[config.mk]
export PLATFORM = sky130hd
export DESIGN_NAME = usb_rx_frontend
export DESIGN_NICKNAME = d
export VERILOG_FILES = /design/src/rtl/usb_pkg.sv /design/src/rtl/usb_dpll.sv /design/src/rtl/usb_rx_frontend.sv
export SDC_FILE = /design/constraint.sdc
export NUM_CORES = 1
export LEC_CHECK = 0
export BUFFER_PORTS_ARGS = -buffer_cell sky130_fd_sc_hd__buf_2
export CAP_MARGIN = 15
export CORE_ASPECT_RATIO = 1.5
export CORE_MARGIN = 10
export CORE_UTILIZATION = 50
export CTS_BUF_LIST = sky130_fd_sc_hd__clkbuf_4 sky130_fd_sc_hd__clkbuf_8
export DETAILED_ROUTE_END_ITERATION = 7
export GPL_TIMING_DRIVEN = 1
export PLACE_DENSITY = 0.68
export REMOVE_ABC_BUFFERS = 1
export SETUP_SLACK_MARGIN = 0.3
export SLEW_MARGIN = 30
export SYNTH_ARGS = -nofsm -noshare
export SYNTH_HDL_FRONTEND = slang
export SYNTH_SLANG_ARGS = --single-unit
[constraint.sdc]
create_clock -name clock48 -period 2.39 [get_ports clock48]
set_clock_uncertainty 0.1 [all_clocks]
set_input_delay 0.478 -clock clock48 [delete_from_list [all_inputs] [get_ports clock48]]
set_output_delay 0.478 -clock clock48 [all_outputs]
set_load 0.005 [all_outputs]
[src/rtl/usb_pkg.sv]
// Shared encodings for the full-speed USB receive path.
package usb_pkg;

  // Line-state encodings: bit 0 is D+, bit 1 is D-.
  localparam logic [1:0] LS_SE0 = 2'b00;
  localparam logic [1:0] LS_J   = 2'b01;
  localparam logic [1:0] LS_K   = 2'b10;
  localparam logic [1:0] LS_SE1 = 2'b11;

  // clock48 cycles per full-speed bit.
  localparam int unsigned FS_OVERSAMPLE = 4;

  typedef enum logic [2:0] {
    StIdle,
    StSync,
    StData,
    StEop,
    StAbort
  } rx_state_e;

endpackage

[src/rtl/usb_dpll.sv]
// Pin synchronizer plus a small DPLL that picks one sample point per bit.
module usb_dpll
  import usb_pkg::*;
(
  input  logic       clk_i,
  input  logic       rst_ni,
  input  logic       usb_d_p_i,
  input  logic       usb_d_n_i,
  output logic [1:0] line_state_o,
  output logic       sample_o
);

  localparam int unsigned PhaseW = $clog2(FS_OVERSAMPLE);
  localparam logic [PhaseW-1:0] SamplePhase = PhaseW'(FS_OVERSAMPLE / 2);

  logic [1:0]        meta_q, sync_q, prev_q;
  logic [PhaseW-1:0] phase_q, phase_cur;

  // Two-flop synchronizer, a delayed copy for edge detect, and the phase counter.
  always_ff @(posedge clk_i or negedge rst_ni) begin
    if (!rst_ni) begin
      meta_q  <= LS_J;
      sync_q  <= LS_J;
      prev_q  <= LS_J;
      phase_q <= '0;
    end else begin
      meta_q  <= {usb_d_n_i, usb_d_p_i};
      sync_q  <= meta_q;
      prev_q  <= sync_q;
      phase_q <= phase_cur + 1'b1;
    end
  end

  // A line transition realigns the phase so the sample lands mid-bit.
  always_comb begin
    phase_cur = phase_q;
    if (sync_q != prev_q) phase_cur = '0;
  end

  assign sample_o     = (phase_cur == SamplePhase);
  assign line_state_o = sync_q;

endmodule

[src/rtl/usb_rx_frontend.sv]
// Full-speed USB receive front end: NRZI decode, SYNC/EOP framing, bit unstuffing, bus reset.
module usb_rx_frontend
  import usb_pkg::*;
#(
  parameter int unsigned RESET_CYCLES = 120,
  parameter int unsigned STUFF_LIMIT  = 6
) (
  input  logic       clock48,
  input  logic       reset_n,
  input  logic       usb_d_p,
  input  logic       usb_d_n,
  input  logic       rx_enable,
  output logic [1:0] line_state,
  output logic       bus_reset,
  output logic       rx_active,
  output logic       packet_start,
  output logic       bit_valid,
  output logic       bit_data,
  output logic       packet_end,
  output logic       rx_error
);

  localparam logic [8:0] ResetThresh  = 9'(RESET_CYCLES);
  localparam logic [2:0] StuffLimit   = 3'(STUFF_LIMIT);
  localparam logic [2:0] SyncMinZeros = 3'd5;

  logic [1:0] ls;
  logic       sample;

  usb_dpll u_dpll (
    .clk_i       (clock48),
    .rst_ni      (reset_n),
    .usb_d_p_i   (usb_d_p),
    .usb_d_n_i   (usb_d_n),
    .line_state_o(ls),
    .sample_o    (sample)
  );

  assign line_state = ls;

  logic [8:0] se0_cnt_q, se0_cnt_d;
  logic       bus_reset_q;

  // Saturating count of consecutive SE0 cycles.
  always_comb begin
    se0_cnt_d = '0;
    if (ls == LS_SE0) se0_cnt_d = (se0_cnt_q == '1) ? se0_cnt_q : se0_cnt_q + 9'd1;
  end

  // Bus reset tracking, independent of rx_enable.
  always_ff @(posedge clock48 or negedge reset_n) begin
    if (!reset_n) begin
      se0_cnt_q   <= '0;
      bus_reset_q <= 1'b0;
    end else begin
      se0_cnt_q   <= se0_cnt_d;
      bus_reset_q <= (se0_cnt_d >= ResetThresh);
    end
  end

  assign bus_reset = bus_reset_q;

  rx_state_e  state_q, state_d;
  logic [2:0] zero_q, zero_d, ones_q, ones_d;
  logic       prev_k_q, prev_k_d;
  logic       start_d, valid_d, data_d, end_d, err_d;
  logic       is_j, is_k, is_se0, is_jk, dec;

  assign is_j   = (ls == LS_J);
  assign is_k   = (ls == LS_K);
  assign is_se0 = (ls == LS_SE0);
  assign is_jk  = is_j | is_k;
  // NRZI: no transition decodes as 1.
  assign dec    = (is_k == prev_k_q);

  // Receive FSM: next state, counters and strobes, evaluated on sample points.
  always_comb begin
    state_d  = state_q;
    zero_d   = zero_q;
    ones_d   = ones_q;
    prev_k_d = prev_k_q;
    start_d  = 1'b0;
    valid_d  = 1'b0;
    data_d   = 1'b0;
    end_d    = 1'b0;
    err_d    = 1'b0;
    if (!rx_enable) begin
      state_d = StIdle;
    end else if (sample) begin
      unique case (state_q)
        StIdle: begin
          if (is_k) begin
            // The first SYNC K is already decoded as a 0 against J.
            zero_d   = 3'd1;
            prev_k_d = 1'b1;
            state_d  = StSync;
          end
        end
        StSync: begin
          if (is_jk) begin
            prev_k_d = is_k;
            if (!dec) begin
              if (zero_q != 3'd7) zero_d = zero_q + 3'd1;
            end else if (zero_q >= SyncMinZeros) begin
              start_d = 1'b1;
              ones_d  = '0;
              state_d = StData;
            end else begin
              state_d = StIdle;
            end
          end else begin
            state_d = StIdle;
          end
        end
        StData: begin
          if (is_jk) begin
            prev_k_d = is_k;
            if (ones_q == StuffLimit) begin
              if (dec) begin
                err_d   = 1'b1;
                state_d = StAbort;
              end else begin
                ones_d = '0;
              end
            end else begin
              valid_d = 1'b1;
              data_d  = dec;
              ones_d  = dec ? ones_q + 3'd1 : 3'd0;
            end
          end else if (is_se0) begin
            state_d = StEop;
          end else begin
            err_d   = 1'b1;
            state_d = StAbort;
          end
        end
        StEop: begin
          if (is_j) begin
            end_d   = 1'b1;
            state_d = StIdle;
          end else if (!is_se0) begin
            err_d   = 1'b1;
            state_d = StAbort;
          end
        end
        StAbort: begin
          if (is_j) state_d = StIdle;
        end
        default: state_d = StIdle;
      endcase
    end
  end

  // State and registered outputs.
  always_ff @(posedge clock48 or negedge reset_n) begin
    if (!reset_n) begin
      state_q      <= StIdle;
      zero_q       <= '0;
      ones_q       <= '0;
      prev_k_q     <= 1'b0;
      packet_start <= 1'b0;
      bit_valid    <= 1'b0;
      bit_data     <= 1'b0;
      packet_end   <= 1'b0;
      rx_error     <= 1'b0;
      rx_active    <= 1'b0;
    end else begin
      state_q      <= state_d;
      zero_q       <= zero_d;
      ones_q       <= ones_d;
      prev_k_q     <= prev_k_d;
      packet_start <= start_d;
      bit_valid    <= valid_d;
      bit_data     <= data_d;
      packet_end   <= end_d;
      rx_error     <= err_d;
      rx_active    <= (state_d == StData) || (state_d == StEop);
    end
  end

endmodule

==> results of run 1 <==
==> metal layers <==
layer	global-route usage, %	vias to the layer above	routed length (um)
met5	0	-	0
met4	7.74	0	147
met3	3.60	14	152
met2	20.7	36	2050
met1	11.5	706	1450
li1	-	672	-
==> kinds of logic (layout without fill, tap and decap cells) <==
group,Yosys count,after routing,share of synthesized area [%]
and+or+nand+nor,61,61,18.6
buffers and inverters,22,42,4.99
xor gates and xnor gates,5,5,2.43
adders and majority gates,10,10,6.93
AOI/OAI and AO/OA,39,39,15.6
muxes,7,7,4.09
DFF,34,34,47.4
==> worst min-delay path by stage <==
stage | startpoint | endpoint | slack (ns) | cells after the start
after global routing | usb_d_p | u_dpll.meta_q[0] | 0.17 | 1
after global placement | u_dpll.meta_q[1] | u_dpll.line_state_o[1] | 0.23 | 0
after detailed placement | u_dpll.meta_q[1] | u_dpll.line_state_o[1] | 0.24 | 0
after floorplan | reset_n | bit_data | 0.08 | 0
after CTS | reset_n | bit_data | 0.18 | 1
final | reset_n | bit_data | 0.14 | 1
==> power by group through the flow <==
| stage | logic [W] | registers (W) | clock network [W] |
|---|---|---|---|
| after floorplan | 0.0000875 | 0.000644 | 0 |
| after global placement | 0.000125 | 0.000648 | 0 |
| after detailed placement | 0.000127 | 0.000651 | 0 |
| after CTS | 0.000132 | 0.000639 | 0.000457 |
| after global routing | 0.000170 | 0.000646 | 0.000487 |
| final | 0.000151 | 0.000641 | 0.000440 |
==> flip-flops by register name, indices dropped and copies added (netlist names) <==
register and flops:
rx_active 1, zero_q 3, bus_reset 1, u_dpll.phase_q 2, state_q 3, u_dpll.line_state_o 2, se0_cnt_q 9, prev_k_q 1
u_dpll.meta_q 2, rx_error 1, bit_valid 1, ones_q 3, packet_start 1, u_dpll.prev_q 2, bit_data 1, packet_end 1
==> final cells by class <==
class	count	area, sq um	share of cell area (%)
repair buffers	20	118	5.59
multi-input cells	122	931	44.2
clock buffers	6	82.6	3.92
inverters	14	52.6	2.50
flip-flops and latches	34	857	40.7
clock inverters	2	12.5	0.594
well taps	42	52.6	2.50
==> per-stage QoR <==
step,area (sq um),setup WS (ns)
floorplan,1770,0.277
global placement,1890,0.214
detailed placement,1890,0.160
CTS,2020,0.279
global route,2110,0.262
finish,2110,0.334
==> cell usage after synthesis, drive strengths merged (2+ instances only) <==
| cell | count | area share, % |
|---|---|---|
| a211oi | 2 | 0.83 |
| a21o | 2 | 0.83 |
| a21oi | 7 | 2.6 |
| a31oi | 4 | 1.4 |
| a41oi | 2 | 0.97 |
| and2 | 2 | 0.69 |
| and3 | 3 | 1.0 |
| and4 | 2 | 0.97 |
| clkbuf | 7 | 1.5 |
| dfrtp | 31 | 43 |
| dfstp | 3 | 4.4 |
| ha | 10 | 6.9 |
| inv | 14 | 2.9 |
| mux2 | 3 | 1.9 |
| mux2i | 4 | 2.2 |
| nand2 | 13 | 2.7 |
| nand2b | 5 | 1.7 |
| nand3 | 10 | 2.8 |
| nand3b | 2 | 0.83 |
| nand4 | 4 | 1.4 |
| nor2 | 8 | 1.7 |
| nor2b | 2 | 0.69 |
| nor3 | 2 | 0.55 |
| nor3b | 2 | 0.83 |
| o211ai | 3 | 1.2 |
| o21ai | 7 | 1.9 |
| o21bai | 2 | 0.83 |
| o22ai | 2 | 0.69 |
| xor2 | 4 | 1.9 |
==> timing repair <==
item	in CTS	in global routing
endpoints found under the setup margin	9	10
gates resized for setup	5	14
pin swaps	2	4
buffers inserted	2	4
==> impl_metrics.csv, run 1 <==
group,metric,value,unit
drt,drc_errors,0,
die,die_h,93.6,um
drt,first_pass_iters,6,
cells_and_area,layout.nets,212,
clock_tree,h-tree-depth,2,
critical_path,required,2.47,ns
clock_tree,path_clk_slew,0.07,ns
critical_path,crit_path_end_kind,"register",
critical_path,cpPeakStageDelay,0.56,ns
global_route,first_global_vias,1400,
cells_and_area,n_antenna_cell,0,
sta,rsz0062_at_grt,"true",
die,initial_core_util,52.3,%
place,gp_congestion,0.831,
cells_and_area,drive_gt1_share,24.7,%
synthesis,syn_area,0.00180,sq mm
critical_path,r2r_start,"u_dpll.line_state_o[0]",
cells_and_area,areaGrowthSynthToFinish,16.7,%
clock_tree,clock_sinks,34,
run_status,status,"finished, final reports clean",
die,io_pins,14,
critical_path,arrival,2.13,ns
die,fp.coreArea,0.00345,sq mm
synthesis,ys.warnings.count,0,
power_and_ir_drop,ir_drop,0.000487,V
sta,min_period,2.06,ns
global_route,track_usage,11.7,%
cells_and_area,final_cell_mix,"29 x dfrtp_1, 13 x inv_1, 13 x buf_2",
clock_tree,cts_tree,"yes",
synthesis,postSynth.asyncResetShare,100,%
sta,report.final.slew_viol_count,0,
sta,worstMarginPinSlew,0.736,ns
drt,post_drt_wl_per_cell,15.9,um
sta,final-hold-violation-count,0,
synthesis,synth_area_per_cell,10.1,sq um
critical_path,rr_worst_depth,9,
clock_tree,numCtsBuffers,5,
critical_path,path_cells,"xor2_1 -> nor2_1 -> and2_4 -> ha_4 -> nand2_2 -> nor2_4 -> o211ai_1 -> buf_4 -> mux2_2",
critical_path,cp_max_fo,6,
global_route,antenna_found_initial,0,
global_route,grt_pass1_wl,6270,um
drt,ant_nets,0,
power_and_ir_drop,p_leak,0.956,nW
worst_hold_path,min-delay-path-class,"in -> async",
power_and_ir_drop,switching_share,26.3,%
sta,fin_crit_sh,86.0,%
cells_and_area,nFillCells,294,
synthesis,yosysSeqAreaShare,47.4,%
critical_path,cp_top_family,"flip-flops",
sta,hold_ws,0.144,ns
power_and_ir_drop,power.density,585,mW/mm^2
critical_path,cp-start-kind,"register",
clock_tree,ctsRootBufferMaster,"clkbuf_8",
power_and_ir_drop,power_frac_comb,12.2,%
cells_and_area,final_common_cell,"dfrtp_1",
drt,vias_per_cell,5.95,
critical_path,worst-setup-path-type,"reg -> reg",
flow_run,max_cap_violations,0,
die,dieArea,0.00646,sq mm
synthesis,synth-edff-count,0,
sta,relSlewSlack,51.0,%
place,placement.io_buffers,13,
synthesis,ys.flop_type,"dfrtp_1",
critical_path,r2r_slack,0.33,ns
critical_path,worst-path-stages,9,
critical_path,crit_start,"u_dpll.line_state_o[0]",
clock_tree,hold_buffers,0,
power_and_ir_drop,p_clk_share,35.7,%
cells_and_area,final_cells,240,
drt,detailedRoute.firstIterationViolations,69,
place,place.detailed.hpwl,2570,um
drt,vias,1428,
global_route,grt_max_degree,35,
drt,routed_wirelength,3810,um
synthesis,syn_inst,178,
sta,tns,0,ns
critical_path,crit_path_end,"zero_q[1]",
power_and_ir_drop,power,0.00123,W
synthesis,ys_ff_latch,34,
power_and_ir_drop,p_int,0.000908,W
power_and_ir_drop,seq_power_share,52.1,%
cells_and_area,post-route-util,61.1,%
sta,max_freq,486,MHz
critical_path,r2r-end,"zero_q[1]",
synthesis,ys_types,46,
sta,setup_viol,0,
critical_path,critPathBufInv,1,
die,row_count,26,
clock_tree,clock_path_buffers,2,
die,die_w,69.0,um
global_route,grt_remaining_overflow,0,
clock_tree,clk-insertion-delay-late,0.29,ns
critical_path,slowest_stage,"dfstp_2",
power_and_ir_drop,switchingPower,0.000323,W
place,post-place-cells,226,
No activity file was read; power rests on OpenSTA's default activity.
==> inputs of run 2 (changes only) <==
- ABC_AREA: not set -> 1
==> run 2 against run 1 <==
- sequential power about the same
- die area up 0.99%
- count of clock-buffer cells in the layout rose by 1
- total power up 7.8%
==> impl_metrics.csv, run 2 <==
group,metric,value,unit
global_route,first_global_vias,1355,
critical_path,crit_path_end_kind,"register",
global_route,track_usage,10.7,%
synthesis,yosysTopAreaCell,"dfrtp_1",
power_and_ir_drop,p_leak,1.02,nW
clock_tree,postCtsSetupRepairBufs,0,
die,fp.coreArea,0.00348,sq mm
power_and_ir_drop,power.density,650,mW/mm^2
worst_hold_path,min-delay-path-class,"in -> async",
cells_and_area,areaGrowthSynthToFinish,11.6,%
critical_path,required,2.46,ns
drt,vias,1376,
clock_tree,hold_buffers,0,
clock_tree,clk-insertion-delay-late,0.28,ns
synthesis,netlist.area_leader.share,42.4,%
die,die_h,94.1,um
synthesis,ys.flop_type,"dfrtp_1",
cells_and_area,n_antenna_cell,0,
critical_path,cp_max_fo,6,
clock_tree,ctsRootBufferMaster,"clkbuf_8",
synthesis,postSynth.asyncResetShare,100,%
cells_and_area,layout.nets,246,
drt,drc_errors,0,
critical_path,arrival,2.02,ns
sta,min_period,1.95,ns
die,row_count,26,
synthesis,synth_area_per_cell,8.54,sq um
sta,hold_ws,0.149,ns
synthesis,syn_area,0.00183,sq mm
drt,detailedRoute.firstIterationViolations,74,
sta,worstMarginPinSlew,0.727,ns
drt,ant_nets,0,
sta,setup_viol,0,
cells_and_area,final_cell_mix,"43 x nand2_1, 31 x dfrtp_1, 29 x inv_1",
clock_tree,postCtsResizedCells,0,
cells_and_area,final_common_cell,"nand2_1",
clock_tree,clock_sinks,34,
die,dieArea,0.00652,sq mm
sta,report.final.slew_viol_count,0,
drt,post_drt_wl_per_cell,12.0,um
critical_path,r2r_slack,0.44,ns
synthesis,ys_types,31,
synthesis,ys_top_cells_by_area,"dfrtp_1 42%, nand2_1 8.8%, ha_1 6.8%, inv_1 6.0%, nand3_1 4.7%",
synthesis,synth-edff-count,0,
clock_tree,numCtsBuffers,5,
run_status,status,"finished, final reports clean",
synthesis,yosysMostFrequentCell,"nand2_1",
global_route,antenna_found_initial,0,
place,place.detailed.hpwl,2440,um
drt,vias_per_cell,5.02,
drt,first_pass_iters,4,
die,die_w,69.4,um
synthesis,yosysSeqAreaShare,46.7,%
place,placement.io_buffers,13,
critical_path,worst-setup-path-type,"reg -> reg",
clock_tree,path_clk_slew,0.07,ns
drt,routed_wirelength,3290,um
sta,rsz0062_at_grt,"false",
cells_and_area,largest_reg_flops,9,
die,io_pins,14,
sta,fin_crit_sh,81.5,%
synthesis,ys_ff_latch,34,
cells_and_area,drive_gt1_share,21.1,%
clock_tree,cts_tree,"yes",
synthesis,ys.warnings.count,0,
global_route,grt_pass1_wl,5790,um
clock_tree,h-tree-depth,2,
sta,final-hold-violation-count,0,
synthesis,syn_inst,214,
cells_and_area,top_register,"se0_cnt_q",
sta,relSlewSlack,51.5,%
global_route,grt_remaining_overflow,0,
cells_and_area,post-route-util,58.6,%
synthesis,synth_common_cells,"43 x nand2_1, 31 x dfrtp_1, 29 x inv_1",
place,gp_congestion,0.786,
clock_tree,clock_path_buffers,2,
power_and_ir_drop,ir_drop,0.000410,V
sta,max_freq,514,MHz
sta,tns,0,ns
critical_path,cp-start-kind,"register",
power_and_ir_drop,power,0.00133,W
global_route,grt_max_degree,35,
flow_run,max_cap_violations,0,
die,initial_core_util,52.5,%
[run 2: per-layer routing]
| metal | routed length (um) | global-route usage (%) | vias up |
|---|---|---|---|
| li1 | - | - | 717 |
| met1 | 1390 | 10.5 | 629 |
| met4 | 64 | 5.72 | 0 |
| met3 | 157 | 3.60 | 7 |
| met5 | 0 | 0 | - |
| met2 | 1680 | 19.2 | 23 |
[run 2: final cells by class]
class | instances | area [sq um]
inverters | 35 | 131
well taps | 42 | 52.6
flip-flops and latches | 34 | 855
fillers | 329 | 1440
clock buffers | 7 | 83.8
clock inverters | 1 | 30.0
multi-input cells | 142 | 823
repair buffers | 13 | 65.1
[run 2: final timing paths]
check | to | cells after the start | start
max | zero_q[0] | 10 | u_dpll.line_state_o[0]
min | se0_cnt_q[1] | 1 | reset_n
max reg2reg | zero_q[0] | 10 | u_dpll.line_state_o[0]
min reg2reg | u_dpll.line_state_o[1] | 0 | u_dpll.meta_q[1]
max in group asynchronous | state_q[0] | 1 | reset_n
min in group clock48 | u_dpll.meta_q[0] | 1 | usb_d_p
[run 2: worst max-delay path, cell delays in order, from the launching register on]
cell,delay (ns)
dfstp_2,0.57
xnor2_1,0.14
and3_1,0.18
ha_2,0.22
nand2_2,0.13
inv_1,0.11
o21ai_2,0.06
a21oi_2,0.12
nand2_2,0.10
nand2_1,0.07
o21ai_1,0.05
[run 2: where the power goes]
part | internal (W) | leakage (nW) | switching, W | total [W]
Clock | 0.000334 | 0.0593 | 0.000197 | 0.000531
Sequential | 0.000611 | 0.444 | 0.0000304 | 0.000641
Combinational | 0.0000555 | 0.517 | 0.0000991 | 0.000155
[run 2: kinds of logic (layout without fill, tap and decap cells)]
group                      Yosys count  count (layout)  share of synthesized area, %
adders and majority gates           10              10                          6.84
xor gates and xnor gates             4               4                          1.92
buffers and inverters               38              56                          8.35
AOI/OAI and AO/OA                   30              30                          9.45
and+or+nand+nor                     98              98                          26.7
DFF                                 34              34                          46.7
[run 2: per-stage QoR]
stage          area (sq um)  setup WS (ns)  cells
2_1_floorplan          1810          0.530    211
3_3_place_gp           1920          0.449    266
3_5_place_dp           1920          0.386    266
4_1_cts                2040          0.373    274
5_1_grt                2040          0.293    274
6_report               2040          0.443    274
==> inputs of run 3 (changes only) <==
- PLACE_DENSITY: 0.68 -> 0.71
- clock period: 2.39 -> 1.65 ns (I/O delays scaled with it)
==> run 3 against run 2 <==
- the run now ends with negative setup slack left
- critical endpoint is now zero_q[1]
- clock power grew 25%
- setup slack worse by 0.60 ns
- non-clock buffer count increased by 34
- hold slack worse by 0.10 ns
- via count increased by 18%
- total power is 47% higher
- largest power group unchanged
- count of clock-buffer cells in the layout grew 1
- die area did not move
- cell count up 13%
- register-to-register slack lost 0.60 ns
==> impl_metrics.csv, run 3 (synthesized netlist as in run 2, its figures left out) <==
group,metric,value,unit
run_status,status,"complete, but fails checks",
run_status,violations,"negative setup slack",
global_route,grt_remaining_overflow,0,
critical_path,r2r_slack,-0.16,ns
sta,relSlewSlack,74.4,%
critical_path,cp_top_family,"flip-flops",
clock_tree,ctsRootBufferMaster,"clkbuf_8",
place,post-place-cells,288,
drt,routed_wirelength,4370,um
flow_run,max_cap_violations,0,
drt,detailedRoute.firstIterationViolations,114,
power_and_ir_drop,power.density,763,mW/mm^2
critical_path,slowest_stage,"dfstp_2",
sta,min_period,1.81,ns
drt,vias_per_cell,5.24,
global_route,track_usage,13.2,%
clock_tree,path_clk_slew,0.07,ns
sta,fin_crit_sh,110,%
place,gp_congestion,0.810,
critical_path,cp_max_fo,6,
die,die_w,69.4,um
sta,hold_ws,0.0447,ns
cells_and_area,drive_gt1_share,45.7,%
sta,worstMarginPinSlew,0.380,ns
cells_and_area,final_common_cell,"nand2_1",
drt,drc_errors,0,
critical_path,cpPeakStageDelay,0.58,ns
worst_hold_path,hold_path_depth,1,
die,io_pins,14,
worst_hold_path,min-delay-path-class,"in -> reg",
worst_hold_path,whs_endpoint,"u_dpll.meta_q[0]",
cells_and_area,final_cell_mix,"36 x nand2_1, 31 x dfrtp_1, 22 x inv_1, 22 x buf_4",
critical_path,required,1.73,ns
cells_and_area,layout.nets,281,
die,initial_core_util,52.5,%
power_and_ir_drop,ir_drop,0.000572,V
power_and_ir_drop,p_leak,1.23,nW
critical_path,cp-start-kind,"register",
critical_path,critPathBufInv,1,
cells_and_area,largest_reg_flops,9,
power_and_ir_drop,power,0.00195,W
sta,max_freq,552,MHz
cells_and_area,top_register,"se0_cnt_q",
drt,first_pass_iters,4,
place,post-place-ws,-0.238,ns
die,die_h,94.1,um
place,placement.io_buffers,13,
critical_path,crit_path_end_kind,"register",
global_route,first_global_vias,1577,
critical_path,arrival,1.89,ns
clock_tree,clock_sinks,34,
sta,setup_viol,14,
global_route,grt_max_degree,20,
die,fp.coreArea,0.00348,sq mm
clock_tree,clk-insertion-delay-late,0.29,ns
critical_path,r2r-end,"zero_q[1]",
sta,final-hold-violation-count,0,
clock_tree,h-tree-depth,2,
drt,ant_nets,0,
die,row_count,26,
die,dieArea,0.00652,sq mm
sta,fin_ws,-0.161,ns
cells_and_area,final_cells,309,
critical_path,path_cells,"xnor2_2 -> and3_4 -> ha_4 -> nand2_4 -> inv_2 -> o21ai_2 -> a21oi_2 -> nand2_2 -> nand2_1 -> o21ai_1",
worst_hold_path,hp-start,"usb_d_p",
global_route,grt_pass1_wl,7000,um
clock_tree,numCtsBuffers,5,
global_route,antenna_found_initial,0,
critical_path,r2r_start,"u_dpll.line_state_o[0]",
clock_tree,cts_tree,"yes",
sta,report.final.slew_viol_count,0,
drt,vias,1620,
cells_and_area,nFillCells,257,
critical_path,worst-setup-path-type,"reg -> reg",
cells_and_area,areaGrowthSynthToFinish,39.8,%
cells_and_area,n_antenna_cell,0,
clock_tree,clock_path_buffers,2,
critical_path,rr_worst_depth,10,
sta,rsz0062_at_grt,"true",
drt,post_drt_wl_per_cell,14.2,um
place,place.detailed.hpwl,2770,um
==> run 3: worst max-delay path by stage <==
stage / start / endpoint / slack (ns) / depth (start not counted)
global route: u_dpll.line_state_o[0] / zero_q[2] / -0.26 / 10
CTS: u_dpll.line_state_o[0] / zero_q[2] / -0.16 / 10
detailed placement: u_dpll.line_state_o[0] / ones_q[0] / -0.24 / 7
floorplan: u_dpll.line_state_o[0] / ones_q[0] / -0.21 / 7
global placement: u_dpll.line_state_o[0] / ones_q[0] / -0.18 / 7
finish: u_dpll.line_state_o[0] / zero_q[1] / -0.16 / 10
==> run 3: stage by stage <==
stage / area [sq um] / setup TNS (ns) / util [%]
after global placement: 2100 / -1.60 / 60.4
final: 2560 / -1.11 / 73.4
after global routing: 2560 / -2.51 / 73.4
after CTS: 2410 / -0.865 / 69.2
after detailed placement: 2100 / -2.08 / 60.4
after floorplan: 1810 / -1.57 / -
==> run 3: layer usage <==
metal	up-vias	track usage [%]	wire length [um]
li1	797	-	-
met1	775	12.7	1700
met2	38	24.9	2370
met3	10	3.92	209
met4	0	6.57	95
met5	-	0	0
==> run 3: what timing repair did <==
item | in CTS | in global routing
cloned | 1 | 0
endpoints found under the setup margin | 28 | 29
resized for setup | 36 | 28
pin swaps | 7 | 10
setup buffers | 5 | 6
hold endpoints to repair | 15 | 0
hold buffers | 1 | 0
==> run 3: power by group <==
group	leakage [nW]	internal, W	total (W)	switching, W
Combinational	0.737	0.000168	0.000357	0.000188
Sequential	0.444	0.000885	0.000931	0.0000470
Clock	0.0523	0.000373	0.000663	0.000290
==> run 3: cell type report <==
cell class                      instances  area (sq um)  share of cell area, %
Timing Repair Buffer                   47           379                   14.8
Multi-Input combinational cell        143          1040                   40.7
Inverter                               35           131                   5.14
Tap cell                               42          52.6                   2.06
Sequential cell                        34           855                   33.4
Clock buffer                            8          97.6                   3.82
